**src/rtl/pattern_pkg.sv**
```systemverilog
// Shared types, pattern table and word-build helper for the pattern encoder.
package pattern_pkg;

  localparam int unsigned PAT_W  = 8;
  localparam int unsigned WORD_W = 2 * PAT_W;

  typedef logic [1:0] pattern_sel_t;
  typedef logic [2:0] bit_offset_t;

  typedef struct packed {
    pattern_sel_t sel;
    bit_offset_t  offset;
  } pattern_req_t;

  localparam int unsigned REQ_W = $bits(pattern_req_t);

  // Index i lines up with the receiving decoder's pattern_o[i].
  localparam logic [3:0][PAT_W-1:0] PATTERN_TABLE = {8'h0F, 8'hF0, 8'h3C, 8'hC3};

  typedef enum logic {
    ST_IDLE = 1'b0,
    ST_LO   = 1'b1
  } enc_state_e;

  // Two fill bytes with the selected pattern overlaid starting k bits below the MSB.
  function automatic logic [WORD_W-1:0] build_word(input logic [PAT_W-1:0] fill,
                                                    input pattern_sel_t     sel,
                                                    input bit_offset_t      k);
    logic [WORD_W-1:0] mask;
    logic [WORD_W-1:0] pat;
    mask = 16'hFF00 >> k;
    pat  = {PATTERN_TABLE[sel], 8'h00} >> k;
    return ({fill, fill} & ~mask) | pat;
  endfunction

endpackage

```
**src/rtl/pattern_encoder_if.sv**
```systemverilog
// Request handshake and serial byte stream bundle of the pattern encoder.
interface pattern_encoder_if;
  import pattern_pkg::*;

  logic              req_valid_i;
  logic              req_ready_o;
  pattern_sel_t      req_sel_i;
  bit_offset_t       req_offset_i;
  logic [PAT_W-1:0]  stream_o;
  logic              busy_o;

  modport slave (
    input  req_valid_i,
    input  req_sel_i,
    input  req_offset_i,
    output req_ready_o,
    output stream_o,
    output busy_o
  );

  modport master (
    output req_valid_i,
    output req_sel_i,
    output req_offset_i,
    input  req_ready_o,
    input  stream_o,
    input  busy_o
  );
endinterface

```
**src/rtl/pattern_req_fifo.sv**
```systemverilog
// Synchronous request FIFO of {sel, offset}; no write-to-read bypass.
module pattern_req_fifo
  import pattern_pkg::*;
#(
  parameter  int unsigned DEPTH = 4,
  localparam int unsigned PTR_W = (DEPTH > 1) ? $clog2(DEPTH) : 1,
  localparam int unsigned CNT_W = PTR_W + 1
) (
  input  logic               clk_i,
  input  logic               rst_i,
  input  logic               push_i,
  input  pattern_req_t       wdata_i,
  input  logic               pop_i,
  output pattern_req_t       rdata_o,
  output logic               full_o,
  output logic               empty_o,
  output logic [CNT_W-1:0]   count_o
);

  pattern_req_t     mem_q [DEPTH];
  logic [PTR_W-1:0] wr_ptr_q, wr_ptr_d;
  logic [PTR_W-1:0] rd_ptr_q, rd_ptr_d;
  logic [CNT_W-1:0] cnt_q, cnt_d;
  logic             push_ok;
  logic             pop_ok;

  assign full_o  = (cnt_q == CNT_W'(DEPTH));
  assign empty_o = (cnt_q == '0);
  assign count_o = cnt_q;
  assign rdata_o = mem_q[rd_ptr_q];

  // A full queue refuses writes even when a pop happens on the same edge.
  assign push_ok = push_i && !full_o;
  assign pop_ok  = pop_i && !empty_o;

  always_comb begin
    wr_ptr_d = wr_ptr_q;
    rd_ptr_d = rd_ptr_q;
    cnt_d    = cnt_q;
    if (push_ok) wr_ptr_d = wr_ptr_q + PTR_W'(1);
    if (pop_ok)  rd_ptr_d = rd_ptr_q + PTR_W'(1);
    case ({push_ok, pop_ok})
      2'b10:   cnt_d = cnt_q + CNT_W'(1);
      2'b01:   cnt_d = cnt_q - CNT_W'(1);
      default: cnt_d = cnt_q;
    endcase
  end

  always_ff @(posedge clk_i) begin
    if (rst_i) begin
      wr_ptr_q <= '0;
      rd_ptr_q <= '0;
      cnt_q    <= '0;
    end else begin
      wr_ptr_q <= wr_ptr_d;
      rd_ptr_q <= rd_ptr_d;
      cnt_q    <= cnt_d;
    end
  end

  always_ff @(posedge clk_i) begin
    if (!rst_i && push_ok) mem_q[wr_ptr_q] <= wdata_i;
  end

endmodule

```
**src/rtl/pattern_encoder.sv**
```systemverilog
// Serialises queued sync-pattern requests into a fill-padded byte stream, two bytes per pattern.
// Optional PATTERN_ENCODER_COUNT_EN adds a 16-bit count of completed pairs on sent_count_o.
module pattern_encoder
  import pattern_pkg::*;
#(
  parameter logic [7:0]  FILL_BYTE  = 8'h00,
  parameter int unsigned FIFO_DEPTH = 4
) (
  input  logic               clk_i,
  input  logic               rst_clk_i,
  pattern_encoder_if.slave   req_if
`ifdef PATTERN_ENCODER_COUNT_EN
  ,
  output logic [15:0]        sent_count_o
`endif
);

  localparam int unsigned PTR_W = (FIFO_DEPTH > 1) ? $clog2(FIFO_DEPTH) : 1;
  localparam int unsigned CNT_W = PTR_W + 1;

  enc_state_e        state_q, state_d;
  logic [PAT_W-1:0]  stream_q, stream_d;
  logic [PAT_W-1:0]  lo_q, lo_d;
  logic [WORD_W-1:0] word;
  logic              pop;
  pattern_req_t      wr_req;
  pattern_req_t      head;
  logic              fifo_full;
  logic              fifo_empty;
  logic [CNT_W-1:0]  fifo_count;

  assign wr_req.sel    = req_if.req_sel_i;
  assign wr_req.offset = req_if.req_offset_i;

  pattern_req_fifo #(
    .DEPTH (FIFO_DEPTH)
  ) u_req_fifo (
    .clk_i   (clk_i),
    .rst_i   (rst_clk_i),
    .push_i  (req_if.req_valid_i),
    .wdata_i (wr_req),
    .pop_i   (pop),
    .rdata_o (head),
    .full_o  (fifo_full),
    .empty_o (fifo_empty),
    .count_o (fifo_count)
  );

  assign req_if.req_ready_o = !fifo_full;
  assign req_if.busy_o      = (fifo_count != '0) || (state_q == ST_LO);
  assign req_if.stream_o    = stream_q;

  // IDLE pops on the very next edge, so queued pairs leave back-to-back.
  always_comb begin
    state_d  = state_q;
    stream_d = FILL_BYTE;
    lo_d     = lo_q;
    pop      = 1'b0;
    word     = build_word(FILL_BYTE, head.sel, head.offset);
    case (state_q)
      ST_IDLE: begin
        if (!fifo_empty) begin
          pop      = 1'b1;
          stream_d = word[WORD_W-1:PAT_W];
          lo_d     = word[PAT_W-1:0];
          state_d  = ST_LO;
        end
      end
      ST_LO: begin
        stream_d = lo_q;
        state_d  = ST_IDLE;
      end
      default: begin
        state_d = ST_IDLE;
      end
    endcase
  end

  // Reset drops any pending low byte.
  always_ff @(posedge clk_i) begin
    if (rst_clk_i) begin
      state_q  <= ST_IDLE;
      stream_q <= FILL_BYTE;
      lo_q     <= FILL_BYTE;
    end else begin
      state_q  <= state_d;
      stream_q <= stream_d;
      lo_q     <= lo_d;
    end
  end

`ifdef PATTERN_ENCODER_COUNT_EN
  logic [15:0] sent_cnt_q, sent_cnt_d;

  // Counts LO->IDLE transitions, wrapping naturally at 16 bits.
  always_comb begin
    sent_cnt_d = sent_cnt_q;
    if (state_q == ST_LO) sent_cnt_d = sent_cnt_q + 16'd1;
  end

  always_ff @(posedge clk_i) begin
    if (rst_clk_i) sent_cnt_q <= 16'd0;
    else           sent_cnt_q <= sent_cnt_d;
  end

  assign sent_count_o = sent_cnt_q;
`endif

endmodule
```
**src/flat_wrapper.sv**
```systemverilog
// flat-port wrapper written by rule: the top's interface ports become plain ports
module pattern_encoder_flat import pattern_pkg::*;
#(
  parameter logic [7:0]  FILL_BYTE  = 8'h00,
  parameter int unsigned FIFO_DEPTH = 4
)
  (clk_i, rst_clk_i, req_if_req_valid_i, req_if_req_sel_i, req_if_req_offset_i, req_if_req_ready_o, req_if_stream_o, req_if_busy_o);
  pattern_encoder_if req_if_i ();
  input  logic clk_i;
  input  logic rst_clk_i;
  input wire logic [$bits(req_if_i.req_valid_i)-1:0] req_if_req_valid_i;
  input wire logic [$bits(req_if_i.req_sel_i)-1:0] req_if_req_sel_i;
  input wire logic [$bits(req_if_i.req_offset_i)-1:0] req_if_req_offset_i;
  output wire logic [$bits(req_if_i.req_ready_o)-1:0] req_if_req_ready_o;
  output wire logic [$bits(req_if_i.stream_o)-1:0] req_if_stream_o;
  output wire logic [$bits(req_if_i.busy_o)-1:0] req_if_busy_o;
  assign req_if_i.req_valid_i = req_if_req_valid_i;
  assign req_if_i.req_sel_i = req_if_req_sel_i;
  assign req_if_i.req_offset_i = req_if_req_offset_i;
  assign req_if_req_ready_o = req_if_i.req_ready_o;
  assign req_if_stream_o = req_if_i.stream_o;
  assign req_if_busy_o = req_if_i.busy_o;
  pattern_encoder #(.FILL_BYTE(FILL_BYTE), .FIFO_DEPTH(FIFO_DEPTH)) u_core (.clk_i(clk_i), .rst_clk_i(rst_clk_i), .req_if(req_if_i));
endmodule
```
**config.mk**
```make
export PLATFORM = sky130hd
export DESIGN_NAME = pattern_encoder_flat
export DESIGN_NICKNAME = d
export VERILOG_FILES = /design/src/rtl/pattern_pkg.sv /design/src/rtl/pattern_encoder_if.sv /design/src/rtl/pattern_req_fifo.sv /design/src/rtl/pattern_encoder.sv /design/src/flat_wrapper.sv
export SDC_FILE = /design/constraint.sdc
export NUM_CORES = 1
export LEC_CHECK = 0
export CAP_MARGIN = 20
export CORE_AREA = 2 2 102 55
export DETAILED_ROUTE_END_ITERATION = 7
export DIE_AREA = 0 0 104 57
export GPL_TIMING_DRIVEN = 0
export PLACE_DENSITY = 0.68
export SYNTH_ARGS = -nofsm -noshare
export SYNTH_HDL_FRONTEND = slang
export SYNTH_SLANG_ARGS = --single-unit
```
**constraint.sdc**
```tcl
create_clock -name clk_i -period 2.65 [get_ports clk_i]
set_clock_uncertainty 0.2 [all_clocks]
set_input_delay 0.265 -clock clk_i [delete_from_list [all_inputs] [get_ports clk_i]]
set_output_delay 0.265 -clock clk_i [all_outputs]
set_load 0.05 [all_outputs]
```
* Word level (Yosys, flattened, before mapping)
Memories as Yosys holds them, arrays and structs flattened. A register that Yosys moved wholly into a read port is not among the register bits.
Index checks and enable logic that the tools add are counted.
W data, S select, Z words.
** Word-level totals
- Register bits after elaboration :: 24
- Memories :: 1
- RAM bits :: 20
- Output and inout bits :: 10
** Operators by class
- Equality and inequality tests :: 3
- Reductions and logical operators :: 11
- Muxes and demuxes :: 12
- Order comparisons :: 1
- Add/sub/neg operators :: 4
- Bitwise logic cells :: 2
- Shift operators :: 1
** Memory list
- u_core.u_req_fifo.mem_q :: depth 4, width 5, read ports 1, clocked after memory_dff 1, wr ports 1, RTL line pattern_req_fifo.sv:20 : pattern_req_t mem_q [DEPTH];
** Operators by type and width (count)
- $bmux W8 S2 :: 1
- $mux W8 :: 2
- $pmux W8 S2 :: 1
- $shr A16 B3 Y16 :: 1
- $pmux W3 S2 :: 1
- $add A2 B1 Y2 const B :: 2
- $mux W1 :: 4
- $mux W2 :: 2
- $add A3 B1 Y3 const B :: 1
- $eq A3 B3 Y1 const B :: 1
- $logic_and A1 B1 Y1 :: 3
- $logic_not A1 Y1 :: 3
- $logic_not A3 Y1 :: 1
- $lt A2 B3 Y1 const B :: 1
- $reduce_bool A3 Y1 :: 1
- $sub A3 B1 Y3 const B :: 1
- $eq A2 B1 Y1 const B :: 1
- $eq A2 B2 Y1 const B :: 1
- $not A1 Y1 :: 2
- $pmux W1 S2 :: 1
- $reduce_and A2 Y1 :: 1
- $reduce_bool A2 Y1 :: 1
- $logic_or A1 B1 Y1 :: 1

* Depth between registers and ports, before layout
Gate-level depths: netlist (run 1).
- Depth after elaboration :: 6
- Mapped depth :: 9
- Depth with buffers taken out :: 9

* Modules after synthesis
Synthesis (run 1) repeated with hierarchy kept, for this count alone.
** Unflattened totals
- Cells, all modules :: 205
- Area, all modules :: 2182.1 um^2
** By module, submodules not included
- pattern_req_fifo :: area each 1209.9 um^2, cells an instance 80, instances 1
- pattern_encoder :: area each 972.2 um^2, cells an instance 125, instances 1

* Worst setup path after synthesis (run 1)
OpenSTA, ideal clock, no wires.
- Path kind :: flip-flop to flip-flop
- From :: reg u_core.u_req_fifo.cnt_q[0], in the netlist u_core.u_req_fifo.count_o[0]
- To :: reg u_core.u_req_fifo.cnt_q[2], in the netlist u_core.u_req_fifo.count_o[2]
- Cell stages (with the launch flop) :: 10
- Setup slack :: 53 ps
- Path buffers :: 0
- Arrival :: 2326 ps
- Setup time :: 70 ps
- Clock period less this slack :: 2597 ps
- Path through :: dfxtp_1 > inv_1 > nand3_1 > nand2_1 > ha_1 > inv_1 > fa_1 > xor2_1 > or3_1 > a21oi_1
** On the way
- Elaborated cells between the ends (all ways) :: 14
- Classes of those cells :: 2 x add/sub; 3 x eq/ne; 3 x mux; 6 x reduce/logical
** RTL lines
- from (decl) :: RTL line pattern_req_fifo.sv:23 : logic [CNT_W-1:0] cnt_q, cnt_d;
- from (signal assigned) :: RTL line pattern_req_fifo.sv:57 : cnt_q <= cnt_d;
- $eq A3 B3 Y1 * :: RTL line pattern_req_fifo.sv:27 : assign full_o = (cnt_q == CNT_W'(DEPTH));
- $logic_not A1 Y1 *
- named net req_if_req_ready_o :: RTL line flat_wrapper.sv:14 : output wire logic [$bits(req_if_i.req_ready_o)-1:0] req_if_req_ready_o;
- $logic_and A1 B1 Y1 * :: RTL line pattern_req_fifo.sv:33 : assign push_ok = push_i && !full_o;
- $eq A2 B1 Y1 or $eq A2 B2 Y1 (tied branches) :: RTL line pattern_req_fifo.sv:42 : case ({push_ok, pop_ok})
- $pmux W3 S2 or $reduce_bool A2 Y1 (tied branches)
Mark *: on every way through the listed nets, which the timed path passes. The rest lies on a longest branch.
A chain may end at the register's enable or synchronous reset.

* Final worst setup path (run 1)
- From :: reg u_core.u_req_fifo.cnt_q[0], in the netlist u_core.u_req_fifo.count_o[0]
- To :: reg u_core.u_req_fifo.cnt_q[2], in the netlist u_core.u_req_fifo.count_o[2]
** On the way
- Word-level cells in the longest chain between the ends :: 6
- Elaborated cells between the ends (all ways) :: 14
- Classes of those cells :: 2 x add/sub; 3 x eq/ne; 3 x mux; 6 x reduce/logical
** Ends and longest elaborated chain
- $logic_not A3 Y1 * :: RTL line pattern_req_fifo.sv:28 : assign empty_o = (cnt_q == '0);
- $mux W1 * :: RTL line pattern_encoder.sv:62 : if (!fifo_empty) begin
- $mux W1 * :: RTL line pattern_encoder.sv:60 : case (state_q)
- named net u_core.pop :: RTL line pattern_encoder.sv:25 : logic pop;
- $logic_and A1 B1 Y1 * :: RTL line pattern_req_fifo.sv:34 : assign pop_ok = pop_i && !empty_o;
- $eq A2 B1 Y1 or $eq A2 B2 Y1 (tied branches) :: RTL line pattern_req_fifo.sv:42
- $pmux W3 S2 or $reduce_bool A2 Y1 (tied branches)
Marks and branches as above.

==> reports/metrics.cfg, run 1 <==
[critical_path]
startpoint_type = register
critPathCaptureType = register
crit_fanout = 10
path_class = reg -> reg
cp.arrival_ns = 2.52
worstPathRequired_ns = 2.69

[placement]
placed_area_um2 = 2330
portBuffers = 17
gp_routability_congestion = 0.802
dp_slack_ns = 0.218
hpwl_mm = 2.99

[sta]
fin_crit_sh_pct = 93.5
setup_viol = 0
max_clock_freq_ghz = 0.404
tns_ns = 0
min_period_ns = 2.48
tightest_slew_ns = 0.503
slew_headroom_pct = 66.4
final-hold-violation-count = 0
drv_slew = 0
rsz0062_at_grt = false
setup_slack_ns = 0.173

[clocking]
clk_path_buf_depth = 2
clk_pin_slew_ns = 0.08
postCtsResizedCells = 0
htree_levels = 2
post_cts_buffers = 0
cts.sinks = 45
clockRootBuffer = clkbuf_8
hold_buffers = 0
cts_buffers = 5
worst_skew_pair.late_latency_ns = 0.31
cts_tree = yes

[floorplanning]
io_pins = 18
core_area_um2 = 5130
initial_utilization_pct = 40.4
die_area_um2 = 5930
die_h_um = 57
die_w_um = 104
rows = 19

[pwr]
power_density_nw_per_um2 = 1090
peakVddDrop_mv = 0.509
leakage_nw = 0.855

[drt]
vias_per_cell = 5.12
wl_per_cell_um = 14.2
drc_errors = 0
drt_iter0_drc = 77
wl_mm = 4.08
drtAntennaViolNets = 0
vias = 1470
firstDrtPassIters = 5

[layout]
syn2layout_area_growth_pct = 17.1
final_net_count = 227
drive_gt1_share_pct = 12.1
fin_area_um2 = 2430
fillerInstances = 505
antennaDiodeCount = 0

[grt]
grt_pass1_wl_mm = 6.58
grt_start_max_net_pins = 15
grt_overflow = 0
antenna_found_initial = 0
track_usage_pct = 14.4
grt_pass1_vias = 1356

[synth]
ys_seq_elements = 45
synth-edff-count = 20
syn_inst = 189
seq_area_frac_synth_pct = 53.1
synth_ff_type = dfxtp_1
synth_common_cells = dfxtp_1 (25), nor2_1 (23), edfxtp_1 (20), a21oi_1 (14), nand2_1 (11)
yosys-top-cells-area = edfxtp_1 (29%), dfxtp_1 (24%), mux4_2 (5.4%)
ys_types = 45
yosysMostFrequentCell = dfxtp_1
post_synth.cell_area_avg_um2 = 11.0
syn-num-nets = 203
yosysTopAreaCellShare_pct = 29.0
yosys.area.top_type = edfxtp_1
async_reset_ff_share_pct = 0
yosysWarnings = 0
synth_area_um2 = 2070

[flow_run]
cap_violations = 0

[hold_path]
hp-class = reg -> reg

[status]
outcome = completed

## state kept, by name, indices dropped and copies added (netlist names), named ones only
register,cells
u_core.lo_q,7
u_core.req_if.stream_o,8
u_core.u_req_fifo.rd_ptr_q,2
u_core.u_req_fifo.mem_q,20
u_core.u_req_fifo.wr_ptr_q,2
u_core.state_q,1
u_core.u_req_fifo.count_o,3
## power breakdown
| group | internal (mW) | switching [mW] | total, mW |
|---|---|---|---|
| logic | 0.503 | 0.773 | 1.28 |
| registers | 0.851 | 0.0709 | 0.922 |
| clock network | 0.213 | 0.235 | 0.447 |
| total | 1.57 | 1.08 | 2.64 |
## worst max-delay path, stage by stage (launching register included)
cell	delay (ns)
dfxtp_1	0.37
nor3_1	0.09
or2_2	0.29
inv_2	0.18
ha_1	0.23
inv_1	0.06
fa_1	0.37
xor2_1	0.16
or3_1	0.31
a21oi_1	0.14
## per-layer routing
metal	GRT usage [%]	wire length, um
met3	5.26	231
met5	0	0
met4	4.05	51
met2	19.5	1590
met1	21.7	2210
## logic make-up after synthesis
| group | count (synthesis) | share of synthesized area (%) |
|---|---|---|
| buffers and inverters | 19 | 4.47 |
| adder cells (fa/ha/maj) | 7 | 4.53 |
| AO/OA/AOI/OAI | 34 | 10.6 |
| AND/OR/NAND/NOR | 66 | 16.1 |
| XOR/XNOR | 12 | 5.07 |
| multiplexers | 6 | 6.16 |
| flip-flops | 45 | 53.1 |
## per-stage QoR
step           power [mW]  util (%)  std cells  hold slack (ns)
5_1_grt              2.81      47.2        287            0.303
4_1_cts              2.65      47.2        287            0.263
2_1_floorplan        1.90         -        189            0.164
3_5_place_dp         2.21      45.4        279            0.252
6_report             2.64      47.2        287            0.263
3_3_place_gp         2.18      45.4        279            0.248
## area by class of cell
class,instances,area [um^2],share of cell area [%]
sequential,45,1100,45.4
multi-input combinational,125,878,36.2
tap,73,91.3,3.76
clock buffer,7,86.3,3.56
timing repair buffer,17,170,7.01
inverter,8,30.0,1.24
clock inverter,1,6.26,0.258
buffer,11,62.6,2.58
## cell usage in the layout (no fill, tap or decap), types with 6 or more instances in the layout
master | Yosys | final
a21oi_1 | 14 | 14
xnor2_1 | 7 | 7
inv_1 | 7 | 7
dfxtp_1 | 25 | 25
clkdlybuf4s50_1 | 0 | 17
nor2_1 | 23 | 23
nand2_1 | 11 | 11
edfxtp_1 | 20 | 20
clkbuf_8 | 0 | 6
## worst paths after layout
check                                         endpoint                                       from  cells after the start  slack [ns]
max          u_core.u_req_fifo.count_o[2]$_SDFFE_PP0P_  u_core.u_req_fifo.count_o[0]$_SDFFE_PP0P_                      9        0.17
min reg2reg                u_core.lo_q[3]$_SDFFE_PP0P_                u_core.lo_q[3]$_SDFFE_PP0P_                      2        0.26
max reg2reg  u_core.u_req_fifo.count_o[2]$_SDFFE_PP0P_  u_core.u_req_fifo.count_o[0]$_SDFFE_PP0P_                      9        0.17
min                        u_core.lo_q[3]$_SDFFE_PP0P_                u_core.lo_q[3]$_SDFFE_PP0P_                      2        0.26
Note: power is estimated with default switching activity, not from simulation.
==> run 2: changes to the inputs <==
--- a/config.mk
+++ b/config.mk
@@ -10,6 +10,7 @@
 export DETAILED_ROUTE_END_ITERATION = 7
 export DIE_AREA = 0 0 104 57
 export GPL_TIMING_DRIVEN = 0
+export MAX_ROUTING_LAYER = met4
 export PLACE_DENSITY = 0.68
 export SYNTH_ARGS = -nofsm -noshare
 export SYNTH_HDL_FRONTEND = slang
==> run 2 against run 1 <==
Sequential share of layout area stayed put; highest routed layer unchanged; utilization stayed put; routed wire length is 0.51% lower; maximum frequency is 0.27% lower; sequential power hardly changed.
==> reports/metrics.cfg, run 2 (synthesis gave the netlist of run 1 again) <==
[critical_path]
critPathCaptureType = register
cp.arrival_ns = 2.53
cp_num_buf_inv = 2
startpoint_type = register
crit_family = simple AND/OR/NAND/NOR gates
path_class = reg -> reg
r2r-end = u_core.u_req_fifo.count_o[2]$_SDFFE_PP0P_
worstPathRequired_ns = 2.69
rr_worst_depth = 9
r2r_start = u_core.u_req_fifo.count_o[0]$_SDFFE_PP0P_
slowest_stage = dfxtp_1
rrSetupSlack_ns = 0.17
crit_fanout = 10
critical_path.cell_chain = nor3_1 > or2_2 > inv_2 > ha_1 > inv_1 > fa_1 > xor2_1 > or3_1 > a21oi_1
slowest_delay_ns = 0.37

[sta]
tightest_slew_ns = 0.515
min_period_ns = 2.48
max_clock_freq_ghz = 0.403
slew_headroom_pct = 65.7
setup_viol = 0
rsz0062_at_grt = false
fin_crit_sh_pct = 93.7
drv_slew = 0
final-hold-violation-count = 0
tns_ns = 0
setup_slack_ns = 0.166

[pwr]
power_density_nw_per_um2 = 1090
p_int_mw = 1.57
peakVddDrop_mv = 0.512
leakage_nw = 0.855
power_switching_mw = 1.08
combPwrFrac_pct = 48.3
finalPower_mw = 2.65
power_frac_seq_pct = 34.8
switching_share_pct = 40.8
clkPwrFrac_pct = 16.9

[drt]
vias_per_cell = 5.08
met1_length_mm = 2.28
drc_errors = 0
drtAntennaViolNets = 0
vias = 1459
met2_length_mm = 1.58
wl_mm = 4.06
firstDrtPassIters = 4
drt_iter0_drc = 78
met3_length_um = 161
wl_per_cell_um = 14.1
top_layer = met4

[placement]
placed_area_um2 = 2330
dp_slack_ns = 0.218
hpwl_mm = 2.99
portBuffers = 17
gp_routability_congestion = 0.813

[floorplanning]
die_h_um = 57
core_area_um2 = 5130
rows = 19
die_w_um = 104
die_area_um2 = 5930
io_pins = 18
initial_utilization_pct = 40.4

[grt]
antenna_found_initial = 0
grt_start_max_net_pins = 15
grt_pass1_vias = 1352
grt_pass1_wl_mm = 6.61
track_usage_pct = 15.0
grt_overflow = 0

[layout]
fin_area_um2 = 2430
antennaDiodeCount = 0
finalCoreUtilization_pct = 47.2
mostFrequentLayoutCells = dfxtp_1 (25), nor2_1 (23), edfxtp_1 (20)
largest_reg_flops = 20
syn2layout_area_growth_pct = 17.1
seq_area_um2 = 1100
multi_input_area_um2 = 878
final_common_cell = dfxtp_1
drive_gt1_share_pct = 12.1
fillerInstances = 505
top_register = u_core.u_req_fifo.mem_q
final_net_count = 227

[hold_path]
holdPathStages = 2
holdPathEnd = u_core.lo_q[3]$_SDFFE_PP0P_
hp-class = reg -> reg
min_from = u_core.lo_q[3]$_SDFFE_PP0P_

[clocking]
clk_pin_slew_ns = 0.09
cts_buffers = 5
hold_buffers = 0
worst_skew_pair.late_latency_ns = 0.31
clockRootBuffer = clkbuf_8
cts.sinks = 45
postCtsResizedCells = 0
cts_tree = yes
htree_levels = 2
clk_path_buf_depth = 2
post_cts_buffers = 0

[flow_run]
cap_violations = 0

[status]
outcome = completed

-- run 2: power groups by stage --
stage / Clock, mW / Sequential (mW) / Combinational, mW
floorplan: 0 / 1.03 / 0.867
global placement: 0 / 0.933 / 1.25
detailed placement: 0 / 0.938 / 1.27
CTS: 0.456 / 0.922 / 1.27
global route: 0.488 / 0.937 / 1.39
finish: 0.448 / 0.921 / 1.28
-- run 2: metrics by stage --
step	hold slack, ns	std cells
2_1_floorplan	0.164	189
3_3_place_gp	0.248	279
3_5_place_dp	0.252	279
4_1_cts	0.263	287
5_1_grt	0.303	287
6_report	0.261	287
-- run 2: final cells by class --
type,count,share of cell area [%]
Clock buffer,7,3.56
Clock inverter,1,0.258
Timing Repair Buffer,17,7.01
Sequential cell,45,45.4
Inverter,8,1.24
Tap cell,73,3.76
Buffer,11,2.58
Multi-Input combinational cell,125,36.2
-- run 2: worst max path at each step --
stage                                              start                                         to  slack, ns  depth (start not counted)
2_1_floorplan  u_core.u_req_fifo.count_o[0]$_SDFFE_PP0P_  u_core.u_req_fifo.count_o[2]$_SDFFE_PP0P_       0.05                          9
3_3_place_gp   u_core.u_req_fifo.count_o[0]$_SDFFE_PP0P_  u_core.u_req_fifo.count_o[2]$_SDFFE_PP0P_       0.25                          9
3_5_place_dp   u_core.u_req_fifo.count_o[0]$_SDFFE_PP0P_  u_core.u_req_fifo.count_o[2]$_SDFFE_PP0P_       0.22                          9
4_1_cts        u_core.u_req_fifo.count_o[0]$_SDFFE_PP0P_  u_core.u_req_fifo.count_o[2]$_SDFFE_PP0P_       0.18                          9
5_1_grt        u_core.u_req_fifo.count_o[2]$_SDFFE_PP0P_  u_core.u_req_fifo.count_o[2]$_SDFFE_PP0P_       0.07                          9
6_report       u_core.u_req_fifo.count_o[0]$_SDFFE_PP0P_  u_core.u_req_fifo.count_o[2]$_SDFFE_PP0P_       0.17                          9
-- run 2: worst reg2reg max path: cells and delay by family (launching register included) --
| kind | cells | cell delay (ns) |
|---|---|---|
| adder cells (fa/ha/maj) | 2 | 0.61 |
| XOR/XNOR | 1 | 0.16 |
| flip-flops | 1 | 0.37 |
| AND/OR/NAND/NOR | 3 | 0.69 |
| buffers and inverters | 2 | 0.25 |
| AO/OA/AOI/OAI | 1 | 0.14 |
-- run 2: metal layers --
layer  vias to the layer above  GRT usage (%)
met5                         -              -
met4                         0           4.05
met3                         6           5.26
met2                        17           19.5
met1                       721           21.8
li1                        715              -
